### src/rtl/pika_pkg.sv
// Shared PikaBall definitions: game state encoding and playfield geometry.
package pika_pkg;

  typedef enum logic [1:0] {
    ST_START   = 2'd0,
    ST_WAIT    = 2'd1,
    ST_IN_GAME = 2'd2,
    ST_END     = 2'd3
  } game_state_t;

  // Playfield geometry in pixels (320x240 buffer); net centre sits at x=163.
  localparam int unsigned BALL_W    = 30;
  localparam int unsigned BALL_H    = 30;
  localparam int unsigned NET_POS_X = 160;
  localparam int unsigned NET_W     = 6;
  localparam int unsigned GROUND_Y  = 220;
  localparam int unsigned VBUF_W    = 320;
  localparam int unsigned VBUF_H    = 240;

  localparam int unsigned POS_W   = 12;
  localparam int unsigned SUM_W   = 13;
  localparam int unsigned SCORE_W = 4;

  // Score increment that sticks at the maximum instead of wrapping.
  function automatic logic [SCORE_W-1:0] sat_inc(input logic [SCORE_W-1:0] s);
    return (s == '1) ? s : s + SCORE_W'(1);
  endfunction

endpackage

### src/rtl/delay_timer.sv
// Loadable down-counter that stops at zero; zero flag is combinational.
module delay_timer #(
  parameter int unsigned W = 8
) (
  input  logic         i_clk,
  input  logic         i_reset,
  input  logic         i_load,
  input  logic [W-1:0] i_load_val,
  input  logic         i_dec,
  output logic         o_zero_c
);

  logic [W-1:0] r_count;

  // Load has priority over decrement; decrement holds at zero.
  always_ff @(posedge i_clk) begin
    if (i_reset) begin
      r_count <= '0;
    end else if (i_load) begin
      r_count <= i_load_val;
    end else if (i_dec && (r_count != '0)) begin
      r_count <= r_count - W'(1);
    end
  end

  assign o_zero_c = (r_count == '0);

endmodule

### src/rtl/pika_referee.sv
// Match control: detects ball landing, awards points, sequences serve/play/end.
module pika_referee
  import pika_pkg::*;
#(
  parameter int unsigned SERVE_DELAY = 100_000_000,
  parameter int unsigned ARM_DELAY   = 4,
  parameter int unsigned WIN_SCORE   = 15
) (
  input  logic        clk,
  input  logic        reset,
  input  logic        start_btn,
  input  logic [11:0] Ball_X,
  input  logic [11:0] Ball_Y,
  output logic [1:0]  Game_state,
  output logic        who_win,
  output logic [3:0]  player_score,
  output logic [3:0]  npc_score,
  output logic        point_pulse
);

  // Serve timer counts SERVE_DELAY-1 down to 0 so WAIT lasts exactly SERVE_DELAY cycles.
  localparam int unsigned SERVE_W    = (SERVE_DELAY > 2) ? $clog2(SERVE_DELAY) : 1;
  localparam int unsigned SERVE_LOAD = (SERVE_DELAY > 0) ? SERVE_DELAY - 1 : 0;
  localparam int unsigned ARM_W      = (ARM_DELAY > 1) ? $clog2(ARM_DELAY + 1) : 1;
  localparam int unsigned NET_MID    = NET_POS_X + NET_W / 2;

  game_state_t        r_state;
  logic               r_btn_prev;
  logic               r_who_win;
  logic               r_point_pulse;
  logic [SCORE_W-1:0] r_player_score;
  logic [SCORE_W-1:0] r_npc_score;

  logic               w_press;
  logic               w_landed;
  logic               w_left_court;
  logic               w_point;
  logic               w_match_over;
  logic               w_serve_zero;
  logic               w_arm_zero;
  logic               w_serve_load;
  logic               w_serve_dec;
  logic               w_arm_load;
  logic               w_arm_dec;
  logic [SCORE_W-1:0] w_player_next;
  logic [SCORE_W-1:0] w_npc_next;

  // Press detection, landing/side geometry and point outcome.
  assign w_press       = start_btn & ~r_btn_prev;
  assign w_landed      = (SUM_W'(Ball_Y) + SUM_W'(BALL_H)) >= SUM_W'(GROUND_Y);
  assign w_left_court  = (SUM_W'(Ball_X) + SUM_W'(BALL_W / 2)) < SUM_W'(NET_MID);
  assign w_point       = (r_state == ST_IN_GAME) && w_arm_zero && w_landed;
  assign w_player_next = sat_inc(r_player_score);
  assign w_npc_next    = sat_inc(r_npc_score);
  assign w_match_over  = w_left_court ? (w_player_next == SCORE_W'(WIN_SCORE))
                                      : (w_npc_next == SCORE_W'(WIN_SCORE));

  // Timer controls follow the state machine transitions.
  assign w_serve_load = ((r_state == ST_START) && w_press) || (w_point && !w_match_over);
  assign w_serve_dec  = (r_state == ST_WAIT);
  assign w_arm_load   = (r_state == ST_WAIT) && w_serve_zero;
  assign w_arm_dec    = (r_state == ST_IN_GAME);

  delay_timer #(.W(SERVE_W)) u_serve_timer (
    .i_clk      (clk),
    .i_reset    (reset),
    .i_load     (w_serve_load),
    .i_load_val (SERVE_W'(SERVE_LOAD)),
    .i_dec      (w_serve_dec),
    .o_zero_c   (w_serve_zero)
  );

  delay_timer #(.W(ARM_W)) u_arm_timer (
    .i_clk      (clk),
    .i_reset    (reset),
    .i_load     (w_arm_load),
    .i_load_val (ARM_W'(ARM_DELAY)),
    .i_dec      (w_arm_dec),
    .o_zero_c   (w_arm_zero)
  );

  // Match FSM with registered scores, winner flag and point strobe.
  always_ff @(posedge clk) begin
    if (reset) begin
      r_state        <= ST_START;
      r_btn_prev     <= 1'b1;
      r_who_win      <= 1'b0;
      r_point_pulse  <= 1'b0;
      r_player_score <= '0;
      r_npc_score    <= '0;
    end else begin
      r_btn_prev    <= start_btn;
      r_point_pulse <= 1'b0;
      case (r_state)
        ST_START: begin
          if (w_press) begin
            r_player_score <= '0;
            r_npc_score    <= '0;
            r_who_win      <= 1'b0;
            r_state        <= ST_WAIT;
          end
        end
        ST_WAIT: begin
          if (w_serve_zero) begin
            r_state <= ST_IN_GAME;
          end
        end
        ST_IN_GAME: begin
          if (w_point) begin
            r_point_pulse <= 1'b1;
            if (w_left_court) begin
              r_who_win      <= 1'b0;
              r_player_score <= w_player_next;
            end else begin
              r_who_win   <= 1'b1;
              r_npc_score <= w_npc_next;
            end
            r_state <= w_match_over ? ST_END : ST_WAIT;
          end
        end
        ST_END: begin
          if (w_press) begin
            r_state <= ST_START;
          end
        end
        default: r_state <= ST_START;
      endcase
    end
  end

  assign Game_state   = r_state;
  assign who_win      = r_who_win;
  assign player_score = r_player_score;
  assign npc_score    = r_npc_score;
  assign point_pulse  = r_point_pulse;

endmodule
### config.mk
export PLATFORM = sky130hd
export DESIGN_NAME = pika_referee
export DESIGN_NICKNAME = d
export VERILOG_FILES = /design/src/rtl/pika_pkg.sv /design/src/rtl/delay_timer.sv /design/src/rtl/pika_referee.sv
export SDC_FILE = /design/constraint.sdc
export NUM_CORES = 1
export LEC_CHECK = 0
export ABC_AREA = 1
export CORE_MARGIN = 4
export CORE_UTILIZATION = 45
export CTS_CLUSTER_SIZE = 16
export DETAILED_ROUTE_END_ITERATION = 7
export GPL_TIMING_DRIVEN = 0
export PLACE_DENSITY = 0.72
export SETUP_SLACK_MARGIN = 0.05
export SKIP_LAST_GASP = 1
export SLEW_MARGIN = 20
export SYNTH_ARGS = -nofsm -noshare
export SYNTH_HDL_FRONTEND = slang
export SYNTH_SLANG_ARGS = --single-unit
### constraint.sdc
create_clock -name clk -period 2 [get_ports clk]
set_input_delay 0.3 -clock clk [delete_from_list [all_inputs] [get_ports clk]]
set_output_delay 0.3 -clock clk [all_outputs]
set_load 0.02 [all_outputs]
==> out/qor.csv <==
stage;metric;value;unit
clocking;number of H-tree levels;2;
timing;skew final;0.00861;ns
floorplan;Starting Density;47.5;%
synth;Post-Syn Area per Cell;6.35;sq um
global_routing;first-pass GRT wire length;12500;microns
worst_setup_path;critical path type;reg -> reg;
timing;fin crit period;1.96;ns
hold_path;worst hold start;u_arm_timer.r_count[1]$_SDFFE_PP0P_;
synth;number of synthesized flops with an enable pin;0;
floorplan;FP Rows;29;
synth;asr flop ratio synth;0;%
synth;post-synthesis cell type count;37;
timing;Achievable Freq;509;MHz
global_routing;met2 GRT Util;30.1;%
global_routing;met3 usage;3.00;%
timing;worst hold slack;0.464;ns
worst_setup_path;CP max stage delay;0.37;ns
synth;Synth Net Count;520;
final_layout;synth-to-layout area growth;33.3;%
hold_path;Hold Crit Depth;2;
final_layout;most frequent cells in the layout;nand2_1, inv_1, nor2_1;
floorplan;Core ar.;0.00649;sq mm
clocking;worst-skew pair later-pin latency;0.30;ns
worst_setup_path;WP data arrival;2.19;ns
global_routing;aggregate global routing overflow;0;
clocking;# hold bufs at CTS;0;
worst_setup_path;CP Cell Sequence;ha_4 -> nand2_1 -> inv_2 -> o21ai_0 -> nand2_1 -> nor2_2 -> nand2_4 -> nand3b_4 -> buf_8 -> nand3_4 -> a21oi_2;
placement;Area after DPL;0.00355;sq mm
run;Max-Cap Viols;0;
timing;worst rel slew slack;65.3;%
detailed_routing;DRC Markers;0;
power;Gate power share;59.3;%
detailed_routing;DRT iter0 DRCs;130;
power;Reg power frac;28.8;%
synth;Seq/Total Area, Yosys;27.9;%
worst_setup_path;critical path capture point type;flop;
timing;RSZ-0062 raised after global routing;yes;
timing;crit share post-route;98.2;%
detailed_routing;Antenna Nets Post-Route;0;
floorplan;I/O pin total;39;
clocking;TritonCTS clock tree;yes;
hold_path;Hold Path Class;reg -> reg;
synth;Mapped Area;0.00309;sq mm
final_layout;share of layout cells above drive strength 1;24.6;%
global_routing;largest net degree at the start of global routing;14;
worst_setup_path;CP most frequent cell;nand2_1;
floorplan;Die Area;0.00825;sq mm
timing;final setup violation count;0;
worst_setup_path;r2r startpoint;npc_score[0]$_SDFFE_PP0P_;
floorplan;Die Y;90.8;microns
timing;fin. max-slew vios;0;
timing;worst-margin pin slew;0.521;ns
placement;Setup WS pre-CTS;-0.470;ns
global_routing;Global Route Usage Sum;18.1;%
power;leakage;2.09;nW
worst_setup_path;Worst EP required;2.23;ns
final_layout;Finished Cell Area;0.00411;sq mm
clocking;CTS buffer count;5;
detailed_routing;DRT Pass-1 Iters;5;
power;peak supply drop;0.727;mV
global_routing;vias in the first global route;2804;
clocking;CTS Sinks;43;
synth;Cells after Synth;486;
outcome;status;finished, final reports clean;
worst_setup_path;Crit Reg-Reg Endpoint;u_serve_timer.r_count[17]$_SDFFE_PP0P_;
power;pwr dens;1130;mW/mm^2
detailed_routing;Routed WL per cell;12.1;microns
floorplan;Die X;90.8;microns
placement;PortBufs;37;
worst_setup_path;slowest stage cell on the critical path;dfxtp_4;
final_layout;Final Net Count;591;
clocking;Root Buffer;clkbuf_8;
power;Int Power;0.00251;W
detailed_routing;vias;3153;
placement;DP HPWL;5400;microns
worst_setup_path;Critical Path Fanout Max;8;
detailed_routing;vias per cell;4.97;
worst_setup_path;worst r2r path cells;11;
power;clock group share of total power;11.9;%
power;Net Sw Frac;46.0;%
synth;dominant synthesized flop cell;dfxtp_1;
placement;placer congestion estimate;0.925;
clocking;Clock Pin Slew Worst Setup and Hold Paths;0.08;ns
clocking;Max Root-Sink Buffers;2;
final_layout;Inserted Diodes;0;
worst_setup_path;reg2reg setup slack;0.04;ns
detailed_routing;drt total wl;7700;microns
final_layout;most common cell after layout, fill and taps aside;nand2_1;
power;NetSw;0.00214;W
synth;Yosys warnings;0;
global_routing;initial antenna violation count;0;
synth;Yosys reg bits;43;
worst_setup_path;CP Launch Type;flop;
timing;Worst Setup Slack, final;0.0363;ns
timing;final hold viol count;0;
global_routing;met1 usage;24.1;%
global_routing;Most Used Layer, Global Route;met2;
hold_path;Hold EP;u_arm_timer.r_count[1]$_SDFFE_PP0P_;
==> power by group through the flow <==
| stage | clock network, W | logic (W) | registers, W |
|---|---|---|---|
| final | 0.000553 | 0.00276 | 0.00134 |
| after global routing | 0.000604 | 0.00309 | 0.00137 |
| after CTS | 0.000572 | 0.00238 | 0.00130 |
| after detailed placement | 0 | 0.00220 | 0.00131 |
| after global placement | 0 | 0.00217 | 0.00131 |
| after floorplan | 0 | 0.00167 | 0.00132 |
==> final cells by class <==
type	instances	area [sq um]
Timing Repair Buffer	63	587
Inverter	81	309
Multi-Input combinational cell	355	2090
Buffer	8	63.8
Tap cell	77	96.3
Fill cell	594	2380
Clock inverter	2	12.5
Clock buffer	6	72.6
Sequential cell	43	883
==> cells in the mapped netlist (2+ instances only) <==
cell / count / area [sq um]
a21oi_1: 14 / 70.1
a21oi_2: 4 / 35.0
buf_2: 3 / 15.0
clkbuf_1: 2 / 7.51
dfxtp_1: 43 / 861
ha_1: 7 / 87.6
inv_1: 75 / 282
inv_2: 5 / 18.8
nand2_1: 132 / 495
nand2_2: 5 / 31.3
nand3_1: 39 / 195
nand3_2: 4 / 40.0
nand3b_1: 10 / 75.1
nand4_1: 6 / 37.5
nor2_1: 59 / 221
nor2_2: 14 / 87.6
nor2_4: 3 / 33.8
nor3_1: 14 / 70.1
nor3_2: 2 / 20.0
o21ai_0: 7 / 35.0
or2_2: 3 / 18.8
xnor2_1: 7 / 61.3
xor2_1: 14 / 123
==> worst max path at each step <==
stage | depth (start not counted) | slack [ns] | end | from
floorplan | 11 | 0.06 | u_serve_timer.r_count[10]$_SDFFE_PP0P_ | player_score[1]$_SDFFE_PP0P_
global placement | 13 | -0.40 | u_serve_timer.r_count[10]$_SDFFE_PP0P_ | Ball_Y[1]
finish | 11 | 0.04 | u_serve_timer.r_count[17]$_SDFFE_PP0P_ | npc_score[0]$_SDFFE_PP0P_
detailed placement | 17 | -0.47 | u_serve_timer.r_count[19]$_SDFFE_PP0P_ | Ball_X[0]
CTS | 11 | 0.05 | u_serve_timer.r_count[17]$_SDFFE_PP0P_ | Ball_X[5]
global route | 11 | -0.06 | u_serve_timer.r_count[17]$_SDFFE_PP0P_ | npc_score[0]$_SDFFE_PP0P_
==> flip-flops by register name, summed over array words and instances, names as in the netlist <==
| name | count |
|---|---|
| u_serve_timer.r_count | 27 |
| npc_score | 4 |
| Game_state | 2 |
| who_win | 1 |
| u_arm_timer.r_count | 3 |
| r_btn_prev | 1 |
| point_pulse | 1 |
| player_score | 4 |
==> per-stage QoR <==
stage	util (%)	TNS, ns	instances	total power, W
finish	63.3	0	635	0.00465
global route	63.3	-0.368	635	0.00506
CTS	58.6	0	619	0.00425
detailed placement	54.7	-14.60	600	0.00352
global placement	54.7	-12.28	600	0.00347
floorplan	-	0	486	0.00300
==> routing by layer <==
layer,vias up,share of wire [%]
li1,1647,-
met1,1441,47
met4,0,1.8
met5,-,0
met3,14,2.9
met2,51,49
==> kinds of logic after synthesis <==
logic type,synth area share [%]
compound gates,5.60
flops,27.9
simple gates,45.6
buf+inv,11.8
fa+ha+maj,2.84
mux,0.324
xor+xnor,5.96
==> what timing repair did <==
item | in CTS | in global routing
pin swaps | 14 | 29
gates cloned | 2 | 0
setup buffers | 9 | 16
resized for setup | 33 | 57
endpoints found under the hold margin | 0 | 0
setup endpoints to repair | 37 | 36
==> worst max-delay path: cells and delay by family (launching register included) <==
| kind | cells | cell delay [ns] |
|---|---|---|
| and+or+nand+nor | 6 | 0.77 |
| AOI/OAI and AO/OA | 2 | 0.42 |
| adders and majority gates | 1 | 0.16 |
| DFF | 1 | 0.37 |
| buffers and inverters | 2 | 0.19 |
(Power assumes the default switching activity.)
